### src/rtl/sensor_ctrl_pkg.sv
// sensor_ctrl_pkg: shared FSM encoding, default buffer depth and status-address offset.
package sensor_ctrl_pkg;

    localparam int DEPTH_DEFAULT = 64;
    localparam int STATUS_OFFSET = 0;

    typedef enum logic [1:0] {
        IDLE   = 2'd0,
        SAMPLE = 2'd1,
        FULL   = 2'd2
    } state_t;

endpackage

### src/rtl/sensor_buffer.sv
// sensor_buffer: DEPTH x 32 register file, one synchronous write port, one combinational read port.
module sensor_buffer
    import sensor_ctrl_pkg::*;
#(
    parameter int DEPTH = DEPTH_DEFAULT,
    parameter int AW    = $clog2(DEPTH)
) (
    input  logic          CLK,
    input  logic          we,
    input  logic [AW-1:0] waddr,
    input  logic [31:0]   wdata,
    input  logic [AW-1:0] raddr,
    output logic [31:0]   rdata
);

    logic [31:0] mem [DEPTH];

    always_ff @(posedge CLK)
        if (we) mem[waddr] <= wdata;

    // Reads see the old word during a same-index write.
    assign rdata = mem[raddr];

endmodule

### src/rtl/sensor_ctrl.sv
// sensor_ctrl: fills a DEPTH-word sample buffer from an external sensor, raises a sticky full interrupt.
// Define SENSOR_CTRL_OVERRUN_EN for a sticky overrun flag and a status word at address DEPTH.
module sensor_ctrl
    import sensor_ctrl_pkg::*;
#(
    parameter int DEPTH = DEPTH_DEFAULT,
    parameter int AW    = $clog2(DEPTH)
) (
    input  logic        CLK,
    input  logic        RSTn,
    input  logic        sctrl_en,
    input  logic        sctrl_clear,
    input  logic [11:0] sctrl_addr,
    output logic [31:0] sctrl_out,
    output logic        sctrl_interrupt,
    output logic        sensor_en,
    input  logic        sensor_ready,
    input  logic [31:0] sensor_out
);

    localparam logic [AW:0] LAST = (AW+1)'(DEPTH - 1);
    localparam logic [AW:0] ONE  = (AW+1)'(1);

    state_t      state, next_state;
    logic [AW:0] count;
    logic        wr, last_wr, sensor_en_d;
    logic [31:0] rdata, status;

    // Clear outranks a same-cycle sample.
    assign wr      = (state == SAMPLE) && sensor_ready && !sctrl_clear;
    assign last_wr = wr && (count == LAST);

    always_ff @(posedge CLK or negedge RSTn)
        if (!RSTn) state <= IDLE;
        else       state <= next_state;

    always_comb begin
        next_state = sctrl_clear                                   ? IDLE   :
                     (state == IDLE && sctrl_en && !sctrl_interrupt) ? SAMPLE :
                     last_wr                                       ? FULL   :
                     (state == SAMPLE && !sctrl_en)                ? IDLE   : state;
    end

    always_comb begin
        sensor_en_d = (state == SAMPLE);
        sctrl_out   = ~|sctrl_addr[11:AW] ? rdata : status;
    end

    always_ff @(posedge CLK or negedge RSTn)
        if (!RSTn) begin
            count           <= '0;
            sctrl_interrupt <= 1'b0;
            sensor_en       <= 1'b0;
        end else begin
            count           <= sctrl_clear ? '0 : wr ? count + ONE : count;
            sctrl_interrupt <= sctrl_clear ? 1'b0 : last_wr ? 1'b1 : sctrl_interrupt;
            sensor_en       <= sensor_en_d;
        end

`ifdef SENSOR_CTRL_OVERRUN_EN
    localparam logic [11:0] STATUS_ADDR = 12'(DEPTH + STATUS_OFFSET);

    logic overrun;

    always_ff @(posedge CLK or negedge RSTn)
        if (!RSTn) overrun <= 1'b0;
        else       overrun <= sctrl_clear ? 1'b0 : (state == FULL && sensor_ready) ? 1'b1 : overrun;

    assign status = (sctrl_addr == STATUS_ADDR) ? {15'b0, overrun, 16'(count)} : '0;
`else
    assign status = '0;
`endif

    sensor_buffer #(.DEPTH(DEPTH), .AW(AW)) u_buf (
        .CLK   (CLK),
        .we    (wr),
        .waddr (count[AW-1:0]),
        .wdata (sensor_out),
        .raddr (sctrl_addr[AW-1:0]),
        .rdata (rdata)
    );

endmodule

### config.mk
export PLATFORM = sky130hd
export DESIGN_NAME = sensor_ctrl
export DESIGN_NICKNAME = d
export VERILOG_FILES = /design/src/rtl/sensor_ctrl_pkg.sv /design/src/rtl/sensor_buffer.sv /design/src/rtl/sensor_ctrl.sv
export SDC_FILE = /design/constraint.sdc
export NUM_CORES = 2
export LEC_CHECK = 0
export CORE_MARGIN = 1
export CORE_UTILIZATION = 43
export DETAILED_ROUTE_END_ITERATION = 16
export GPL_ROUTABILITY_DRIVEN = 0
export PLACE_DENSITY_LB_ADDON = 0.2
export SLEW_MARGIN = 20
export SYNTH_ARGS = -nofsm -noshare
export SYNTH_HDL_FRONTEND = slang
export SYNTH_HIERARCHICAL = 1
export SYNTH_SLANG_ARGS = --single-unit
export TNS_END_PERCENT = 1
### constraint.sdc
create_clock -name CLK -period 4 [get_ports CLK]
set_input_delay 0.8 -clock CLK [delete_from_list [all_inputs] [get_ports CLK]]
set_output_delay 0.8 -clock CLK [all_outputs]
set_load 0.05 [all_outputs]
==> flow_summary_export.csv <==
group,metric,value,unit
die,initial_core_util,43.4,%
routing,wl_per_cell,32.7,um
synthesis,yosys_warnings,6,
worst_setup_path,r2r-end,"u_buf/mem[48][5]$_DFFE_PP_",
power_and_ir_drop,p_per_area,479,nW/um2
placed_design,hpwl,123,mm
power_and_ir_drop,clkPwrFrac,41.3,%
worst_setup_path,cp.required,3200,ps
clock_network,clkSinkCount,2059,
timing,setup_viol,0,
die,coreArea,181000,um2
placed_design,placed_cell_area,85900,um2
die,die_w,430,um
routing,first_iter_violations,4042,
clock_network,cts_root_buffer,"clkbuf_16",
clock_network,cts_tree,"built",
synthesis,ys_seq_elements,2059,
clock_network,clk_path_buf_depth,3,
power_and_ir_drop,leakagePower,29.4,nW
timing,period_needed,3990,ps
cells_and_area,syn2layout_area_growth,18.1,%
global_routing,grt_pass1_wl,294,mm
global_routing,use_met2,37.1,%
worst_setup_path,rrSetupSlack,1300,ps
synthesis,netlist_area,78600,um2
die,dieArea,185000,um2
timing,fin_worst_skew,37.4,ps
timing,rsz0062_at_grt,"yes",
synthesis,syn_avg_cell_area,23.3,um2
routing,vias_per_cell,5.92,
synthesis,async_reset_ff_share,0.534,%
clock_network,path_clk_slew,60,ps
clock_network,numCtsBuffers,203,
timing,holdWs,306,ps
clock_network,cts_hold_buf,0,
routing,drtPass1Iterations,6,
global_routing,grt_pass1_vias,38562,
power_and_ir_drop,p_int,35.0,mW
power_and_ir_drop,share_comb_of_total_power,5.3,%
timing,tightest_slew,1160,ps
die,die_y,430,um
synthesis,synth-edff-count,2048,
routing,ant_nets,0,
synthesis,synth_nets,3425,
worst_setup_path,critPathKind,"input pin to output port",
status,status,"finished clean",
power_and_ir_drop,p_sw_share,21.4,%
clock_network,clock_latency,840,ps
routing,drt_wl_total,209,mm
die,io_pins,83,
hold_path,hp-class,"input pin to async pin",
worst_setup_path,start_kind,"input pin",
synthesis,synthCells,3375,
worst_setup_path,critPathMaxFanout,15,
power_and_ir_drop,p_sw,9.49,mW
worst_setup_path,cpPeakStageDelay,520,ps
global_routing,antenna_found_initial,11,
routing,vias,37956,
worst_setup_path,crit_arrival,3190,ps
job,maxCapViolCount,0,
synthesis,synth.distinct_cells,48,
worst_setup_path,cp-end-kind,"output port",
routing,drc,0,
synthesis,ys.flop_type,"edfxtp_1",
worst_setup_path,path_cells,"buf_16, buf_16, buf_12, buf_12, mux4_2, mux4_2, o22ai_1, nor2_1, and2_1, buf_4",
worst_setup_path,timing.rr.start,"state[1]$_DFFE_PN0P_",
timing,drv_slew,0,
placed_design,preCtsSetupSlack,-429,ps
global_routing,use_met3,3.54,%
cells_and_area,fin_area,92900,um2
power_and_ir_drop,peakVddDrop,0.000471,V
die,rows,156,
global_routing,track_usage,22.9,%
timing,fin_ws,14.5,ps
worst_setup_path,r2r_cells,7,
global_routing,busiest_layer,"met2",
timing,relSlewSlack,23.0,%
worst_setup_path,slowest_stage,"mux4_2",
cells_and_area,finalNetCount,3914,
power_and_ir_drop,seq_power_share,53.4,%
timing,hold_violations,0,
cells_and_area,fin_util,51.3,%
clock_network,h-tree-depth,4,
timing,min_period_over_period,99.6,%
global_routing,grt_overflow,0,
timing,setup_tns,0,ps
placed_design,io_buffers,82,
cells_and_area,drive_above_1_share,34.4,%
timing,fmax,0.251,GHz
global_routing,grt_max_degree,65,
synthesis,ys_seq_area_share,78.6,%
global_routing,met1_usage,32.5,%
## cell usage after synthesis (7+ instances only)
cell type     n  share of area (%)
and2_1       34               0.27
buf_4        25               0.24
o221ai_1     27               0.30
nor2_1      141               0.67
nand2b_1      9              0.072
mux4_2      544                 16
nor2b_1      15               0.12
a22oi_1      12               0.11
o22ai_1      84               0.67
dfrtp_1      11               0.35
nand2_1      28               0.13
buf_6         8               0.11
clkbuf_1     74               0.35
nor3_1        7              0.045
buf_2        57               0.36
edfxtp_1   2048                 78
a311oi_1      8              0.089
buf_1        22               0.11
mux2i_1      94                1.2
a21oi_1      64               0.41
## logic make-up after synthesis
family                     after synthesis  synth area share, %
buffers and inverters                  188                 1.18
adders and majority gates                1               0.0159
muxes                                  638                 16.8
xor gates and xnor gates                 2               0.0223
and+or+nand+nor                        274                 1.68
DFF                                   2059                 78.6
AOI/OAI and AO/OA                      213                 1.76
## per-layer routing
metal / vias up / wire length [um]
met5: - / 70
met3: 267 / 14200
met1: 20803 / 88200
met2: 1397 / 102000
li1: 15479 / -
met4: 10 / 4810
## worst max path at each step
stage                        from                    endpoint  slack, ps  depth (start not counted)
CTS                 sctrl_addr[0]               sctrl_out[16]          2                         11
finish              sctrl_addr[0]               sctrl_out[14]         10                         10
global route        sctrl_addr[0]                sctrl_out[4]        -40                         12
detailed placement  sctrl_addr[0]               sctrl_out[18]       -430                         12
floorplan             sctrl_clear  u_buf/mem[49][0]$_DFFE_PP_       -260                          5
global placement    sctrl_addr[0]               sctrl_out[18]       -400                         12
## state kept, by name, summed over array words and instances (netlist names)
signal,cells
state,2
u_buf/mem,2048
count,7
sctrl_interrupt,1
sensor_en,1
## what timing repair did
action | 4_1_cts | 5_1_grt
setup buffers | 8 | 0
setup endpoints to repair | 32 | 29
pin swaps | 0 | 2
cloned | 6 | 0
hold endpoints to repair | 0 | 0
resized for setup | 39 | 28
## placed cells by master, fill, tap and decap left out, drive strengths merged, types with 9 or more instances in the layout
cell / netlist / final
dfrtp: 11 / 11
o221ai: 27 / 27
o22ai: 84 / 84
a21oi: 64 / 64
bufinv: 0 / 12
edfxtp: 2048 / 2048
a22oi: 12 / 12
clkdlybuf4s50: 0 / 12
buf: 112 / 452
mux4: 544 / 544
nor2: 141 / 141
nor2b: 15 / 15
clkinv: 0 / 102
and2: 34 / 34
nand2b: 9 / 9
clkbuf: 74 / 246
mux2i: 94 / 94
nand2: 28 / 28
## power groups by stage
stage / clock [mW] / combinational (mW) / sequential [mW]
after global routing: 19.4 / 2.49 / 23.7
after CTS: 18.6 / 2.37 / 23.7
after detailed placement: 0 / 2.30 / 24.2
after floorplan: 0 / 1.09 / 24.2
after global placement: 0 / 2.27 / 24.2
final: 18.3 / 2.37 / 23.7
## final cells by class
class                      instances  area [um2]
fill                           14180       88300
sequential                      2059       61800
multi-input combinational       1128       16600
clock buffer                     246        5330
timing repair buffer             470        5150
tap                             2370        2970
clock inverter                   127        1020
antenna                            8        20.0
inverter                           2        7.51
## critical path: cells and delay by family
family                 cells  cell delay (ps)
AO/OA/AOI/OAI              1              170
buffers and inverters      5              870
multiplexers               2             1040
AND/OR/NAND/NOR            2              230
## per-stage QoR
step	std cells	power, mW
2_1_floorplan	3375	25.3
3_3_place_gp	6013	26.5
3_5_place_dp	6015	26.5
4_1_cts	6402	44.7
5_1_grt	6403	45.7
6_report	6410	44.4
No activity file was read; power rests on OpenSTA's default activity.
